$ cat src/rtl/regfile_wb_arbiter_pkg.sv
// Shared constants for the register-file writeback arbiter and its scoreboard.
package regfile_wb_arbiter_pkg;

    localparam int unsigned REG_AW = 5;
    localparam int unsigned NREG   = 32;
    localparam int unsigned XLEN   = 32;

    localparam logic [REG_AW-1:0] X0_ADDR = '0;

    function automatic logic is_x0(input logic [REG_AW-1:0] addr);
        return addr == X0_ADDR;
    endfunction

endpackage

$ cat src/rtl/regfile_wb_arbiter_rr_arbiter.sv
// NREQ-wide round-robin arbiter: one-hot combinational grant, pointer
// advances past the winner whenever a grant is given.
module rr_arbiter #(
    parameter int unsigned NREQ = 2
) (
    input  logic            clk,
    input  logic            reset,
    input  logic [NREQ-1:0] req_i,
    output logic [NREQ-1:0] grant_c_o
);

    localparam int unsigned PTR_W = (NREQ > 1) ? $clog2(NREQ) : 1;

    logic [PTR_W-1:0] ptr_q;
    logic [PTR_W-1:0] ptr_d;
    logic [PTR_W-1:0] sel;
    logic             found;
    int unsigned      idx;

    always_ff @(posedge clk or posedge reset) begin
        if (reset) begin
            ptr_q <= '0;
        end else begin
            ptr_q <= ptr_d;
        end
    end

    // Scan from the pointer upward, wrapping modulo NREQ; first valid wins.
    always_comb begin
        grant_c_o = '0;
        ptr_d     = ptr_q;
        found     = 1'b0;
        idx       = 0;
        sel       = '0;
        for (int unsigned k = 0; k < NREQ; k++) begin
            idx = (32'(ptr_q) + k) % NREQ;
            sel = PTR_W'(idx);
            if (!found && req_i[sel]) begin
                grant_c_o[sel] = 1'b1;
                ptr_d          = PTR_W'((idx + 1) % NREQ);
                found          = 1'b1;
            end
        end
    end

endmodule

$ cat src/rtl/regfile_wb_arbiter.sv
// Shares the register-file write port among NREQ writeback requesters and
// tracks per-register pending writes for decode-stage RAW/WAW stalls.
module regfile_wb_arbiter
    import regfile_wb_arbiter_pkg::*;
#(
    parameter int unsigned NREQ = 2,
    parameter int unsigned XLEN = regfile_wb_arbiter_pkg::XLEN,
    parameter int unsigned NREG = regfile_wb_arbiter_pkg::NREG
) (
    input  logic                   clk,
    input  logic                   reset,
    input  logic [NREQ-1:0]        req_valid,
    input  logic [REG_AW*NREQ-1:0] req_addr,
    input  logic [XLEN*NREQ-1:0]   req_data,
    output logic [NREQ-1:0]        req_ready,
    input  logic                   rsv_valid,
    input  logic [REG_AW-1:0]      rsv_addr,
    output logic                   rsv_ready,
    input  logic [REG_AW-1:0]      q_a1,
    input  logic [REG_AW-1:0]      q_a2,
    output logic                   q_busy1,
    output logic                   q_busy2,
    output logic                   rf_we,
    output logic [REG_AW-1:0]      rf_a3,
    output logic [XLEN-1:0]        rf_wd3
);

    logic [NREQ-1:0]   grant;
    logic              xfer;
    logic [REG_AW-1:0] gnt_addr;
    logic [XLEN-1:0]   gnt_data;

    logic              we_q,  we_d;
    logic [REG_AW-1:0] a3_q,  a3_d;
    logic [XLEN-1:0]   wd3_q, wd3_d;

    logic [NREG-1:1]   busy_q, busy_d;
    logic [NREG-1:0]   busy_vec;
    logic              rsv_set;

    rr_arbiter #(.NREQ(NREQ)) u_arb (
        .clk       (clk),
        .reset     (reset),
        .req_i     (req_valid),
        .grant_c_o (grant)
    );

    assign req_ready = grant;
    assign xfer      = |grant;

    // Select the granted requester's payload.
    always_comb begin
        gnt_addr = '0;
        gnt_data = '0;
        for (int unsigned i = 0; i < NREQ; i++) begin
            if (grant[i]) begin
                gnt_addr = req_addr[REG_AW*i +: REG_AW];
                gnt_data = req_data[XLEN*i +: XLEN];
            end
        end
    end

    // x0 writes are accepted but never reach the register file.
    always_comb begin
        we_d  = xfer && !is_x0(gnt_addr);
        a3_d  = a3_q;
        wd3_d = wd3_q;
        if (we_d) begin
            a3_d  = gnt_addr;
            wd3_d = gnt_data;
        end
    end

    always_ff @(posedge clk or posedge reset) begin
        if (reset) begin
            we_q  <= 1'b0;
            a3_q  <= '0;
            wd3_q <= '0;
        end else begin
            we_q  <= we_d;
            a3_q  <= a3_d;
            wd3_q <= wd3_d;
        end
    end

    assign rf_we  = we_q;
    assign rf_a3  = a3_q;
    assign rf_wd3 = wd3_q;

    // x0 reads as never busy.
    assign busy_vec  = {busy_q, 1'b0};
    assign rsv_ready = rsv_valid && !busy_vec[rsv_addr];
    assign rsv_set   = rsv_ready && !is_x0(rsv_addr);
    assign q_busy1   = busy_vec[q_a1];
    assign q_busy2   = busy_vec[q_a2];

    // Clear tracks the register-file write edge; a same-edge reserve wins.
    always_comb begin
        busy_d = busy_q;
        for (int unsigned r = 1; r < NREG; r++) begin
            busy_d[r] = (busy_q[r] && !(we_q && (a3_q == REG_AW'(r))))
                      || (rsv_set && (rsv_addr == REG_AW'(r)));
        end
    end

    always_ff @(posedge clk or posedge reset) begin
        if (reset) begin
            busy_q <= '0;
        end else begin
            busy_q <= busy_d;
        end
    end

endmodule

$ cat config.mk
export PLATFORM = sky130hd
export DESIGN_NAME = regfile_wb_arbiter
export DESIGN_NICKNAME = d
export VERILOG_FILES = /design/src/rtl/regfile_wb_arbiter_pkg.sv /design/src/rtl/regfile_wb_arbiter_rr_arbiter.sv /design/src/rtl/regfile_wb_arbiter.sv
export SDC_FILE = /design/constraint.sdc
export NUM_CORES = 1
export LEC_CHECK = 0
export BUFFER_PORTS_ARGS = -buffer_cell sky130_fd_sc_hd__buf_4
export CAP_MARGIN = 20
export CORE_MARGIN = 2
export CORE_UTILIZATION = 55
export CTS_CLUSTER_SIZE = 12
export DETAILED_ROUTE_END_ITERATION = 10
export PLACE_DENSITY = 0.87
export SLEW_MARGIN = 30
export SYNTH_ARGS = -nofsm -noshare
export SYNTH_HDL_FRONTEND = slang
export SYNTH_SLANG_ARGS = --single-unit
$ cat constraint.sdc
create_clock -name clk -period 5.4 [get_ports clk]
set_input_delay 0.27 -clock clk [delete_from_list [all_inputs] [get_ports clk]]
set_output_delay 0.27 -clock clk [all_outputs]
set_load 0.05 [all_outputs]
==> run summary <==
Status = complete, no violations
CP Data Required Time = 5130 ps
Die Footprint = 0.007931 mm²
Post-Route WL = 11,510 µm
Die width = 89.06 µm
Fillers = 530
I/O Buffers = 136
Clock root buffer = clkbuf_8
Placer congestion estimate = 0.8701
Achievable Freq = 342.0 MHz
Critical path fanouts, max = 16
Fin cells = 602
Count of pins over their slew limit = 0
Share of layout cells above drive strength 1 = 37.97%
N_diodes = 0
VDD IR max = 0.0002271 V
Leak = 2.295 nW
Mapped Area = 0.003979 mm²
Final setup vio count = 0
CP bufs+invs = 3
Class of the most critical setup path = reg2out
P&R area growth vs syn = 31.32%
DP HPWL = 8542 µm
Pre-antenna DRT Iters = 6
H-tree depth = 3
GRT Total Usage = 30.50%
CTS Buf Count = 9
Post-synth top area share = 44.03%
Max incr delay on CP = 510 ps
DP Cell Count = 585
Crit. Startpoint = busy_q[26]
Min Clock Period, post-route = 2924 ps
Worst setup SP type = flip-flop
Num Clock Sinks = 70
CTS tree = yes
Syn_area_per_cell = 10.47 µm²
Max Cap Viol = 0
Post-CTS Hold Fix Bufs = 0
Initial core utilization = 55.75%
Largest net degree at the start of global routing = 71
CP arrival = 2650 ps
Largest cells by area after synthesis = dfrtp_1 (44%), mux4_2 (11%), a221oi_1 (7.0%), nor2_1 (6.8%), o21ai_0 (4.5%)
Worst path depth = 7
Sequential area share after synthesis = 44.03%
Post-synth EDFFs = 0
DRC = 0
Clock tree buffer depth = 2
Post-CTS setup buffer count = 0
Post-layout instance area = 0.005225 mm²
Clk_lat worst skew = 340 ps
Tcrit/Tclk final = 54.15%
Core box area = 0.007137 mm²
Synth Register Bits = 70
Critical Path, Cell by Cell = mux2i_1 > mux4_2 > a22o_1 > a41oi_4 > buf_8 > inv_1 > buf_4
FF-to-FF setup slack = 2610 ps
Placed cell areas = 0.004974 mm²
First-pass GRT wire length = 18,320 µm
Row count = 31
Worst path slowest cell = mux4_2
Initial antenna violation count = 0
Synth area leader = dfrtp_1
Worst hold-check path type = in2async
Post-cts sizing count = 0
Yosys Warn Count = 0
Most used DFF post-synth = dfrtp_1
Drt first-iter violations = 425
Reg-to-Reg Start = u_arb.ptr_q
RSZ-0062 raised after global routing = false
Fin util = 73.21%
RR Endpoint = rf_wd3[21]
WL/cell = 19.12 µm
Crit-path leading delay family = compound AO/OA/AOI/OAI gates
Syn_nets = 474
Slew headroom = 43.27%
Worst reg-to-reg path cell count = 5
Total grt overflow = 0
Final hold violation count = 0
DR vias/cell = 6.221
Die H = 89.06 µm
Antenna viol nets, final = 0
Worst Tran Pin Value = 845.7 ps
PD cells = 446.0 mW/mm²
Most frequent cells in the layout = buf_4 (137), nor2_1 (72), dfrtp_1 (70)
Number of global-route vias before repair = 3,705
Num ports = 137
Total power = 0.002330 W
Via count = 3,745
Most common cell after layout, fill and taps aside = buf_4
Final setup TNS = 0 ps
CP endpoint = rsv_ready
Gate Count Post-Synth = 380
CP Capture Type = output port
Clock Skews = 11.42 ps
Post-synthesis cell type count = 40
Final net count = 592
Clock slew at reported path FFs = 80 ps
Post-synth ARST share = 100.0%
==> per-layer routing <==
layer / wire length [µm] / track usage (%)
met1: 4279 / 39.59
met2: 5847 / 50.54
met3: 990 / 6.279
met4: 391 / 12.35
met5: 0 / 0
==> final cells by class <==
cell class	count	area, µm²	share of cell area, %
repair buffers	139	1055	20.19
inverters	11	41.29	0.7902
well taps	99	123.9	2.371
multi-input cells	267	2021	38.67
clock inverters	5	81.33	1.557
clock buffers	11	151.4	2.898
flip-flops and latches	70	1752	33.52
==> sequential cells by signal, summed over array words and instances, names as in the netlist <==
name and cells:
busy_q 31, rf_a3 5, rf_wd3 32, u_arb.ptr_q 1
rf_we 1
==> synthesized netlist by cell type, types with 6 or more instances <==
cell	count
mux2i_1	13
nand2_1	13
nand2b_1	6
o31ai_1	21
nor2_1	72
mux4_2	20
inv_1	11
nand3_1	8
clkbuf_1	20
o21ai_0	36
dfrtp_1	70
a221oi_1	32
==> stage by stage <==
stage | setup slack (ps) | hold WS (ps)
6_report | 2476 | 78.51
3_3_place_gp | 2255 | 462.8
3_5_place_dp | 2563 | 468.3
2_1_floorplan | 3055 | 354.7
4_1_cts | 2358 | 105.8
5_1_grt | 2313 | 112.1
==> worst min path at each step <==
stage	slack (ps)	startpoint	to
global route	110	req_valid[1]	u_arb.ptr_q
detailed placement	470	req_valid[1]	u_arb.ptr_q
floorplan	350	req_valid[1]	u_arb.ptr_q
CTS	110	req_valid[1]	u_arb.ptr_q
global placement	460	req_valid[1]	u_arb.ptr_q
finish	80	reset	busy_q[25]
==> cell families (layout without fill, tap and decap cells) <==
| group | count (synthesis) | after routing | share of synthesized area [%] |
|---|---|---|---|
| AO/OA/AOI/OAI | 112 | 112 | 21.57 |
| AND/OR/NAND/NOR | 116 | 116 | 12.80 |
| flip-flops | 70 | 70 | 44.03 |
| multiplexers | 39 | 39 | 16.29 |
| buffers and inverters | 43 | 166 | 5.314 |
==> where the power goes <==
part | internal, W | switching, W
clock | 0.000285 | 0.000201
combinational | 0.000418 | 0.000553
sequential | 0.000695 | 0.000177
total | 0.00140 | 0.000931
==> tightest hold or removal path, stage by stage <==
cell   delay [ps]
buf_4         110
inv_2          40
buf_6         480
Power figures use the tool's default switching activity.
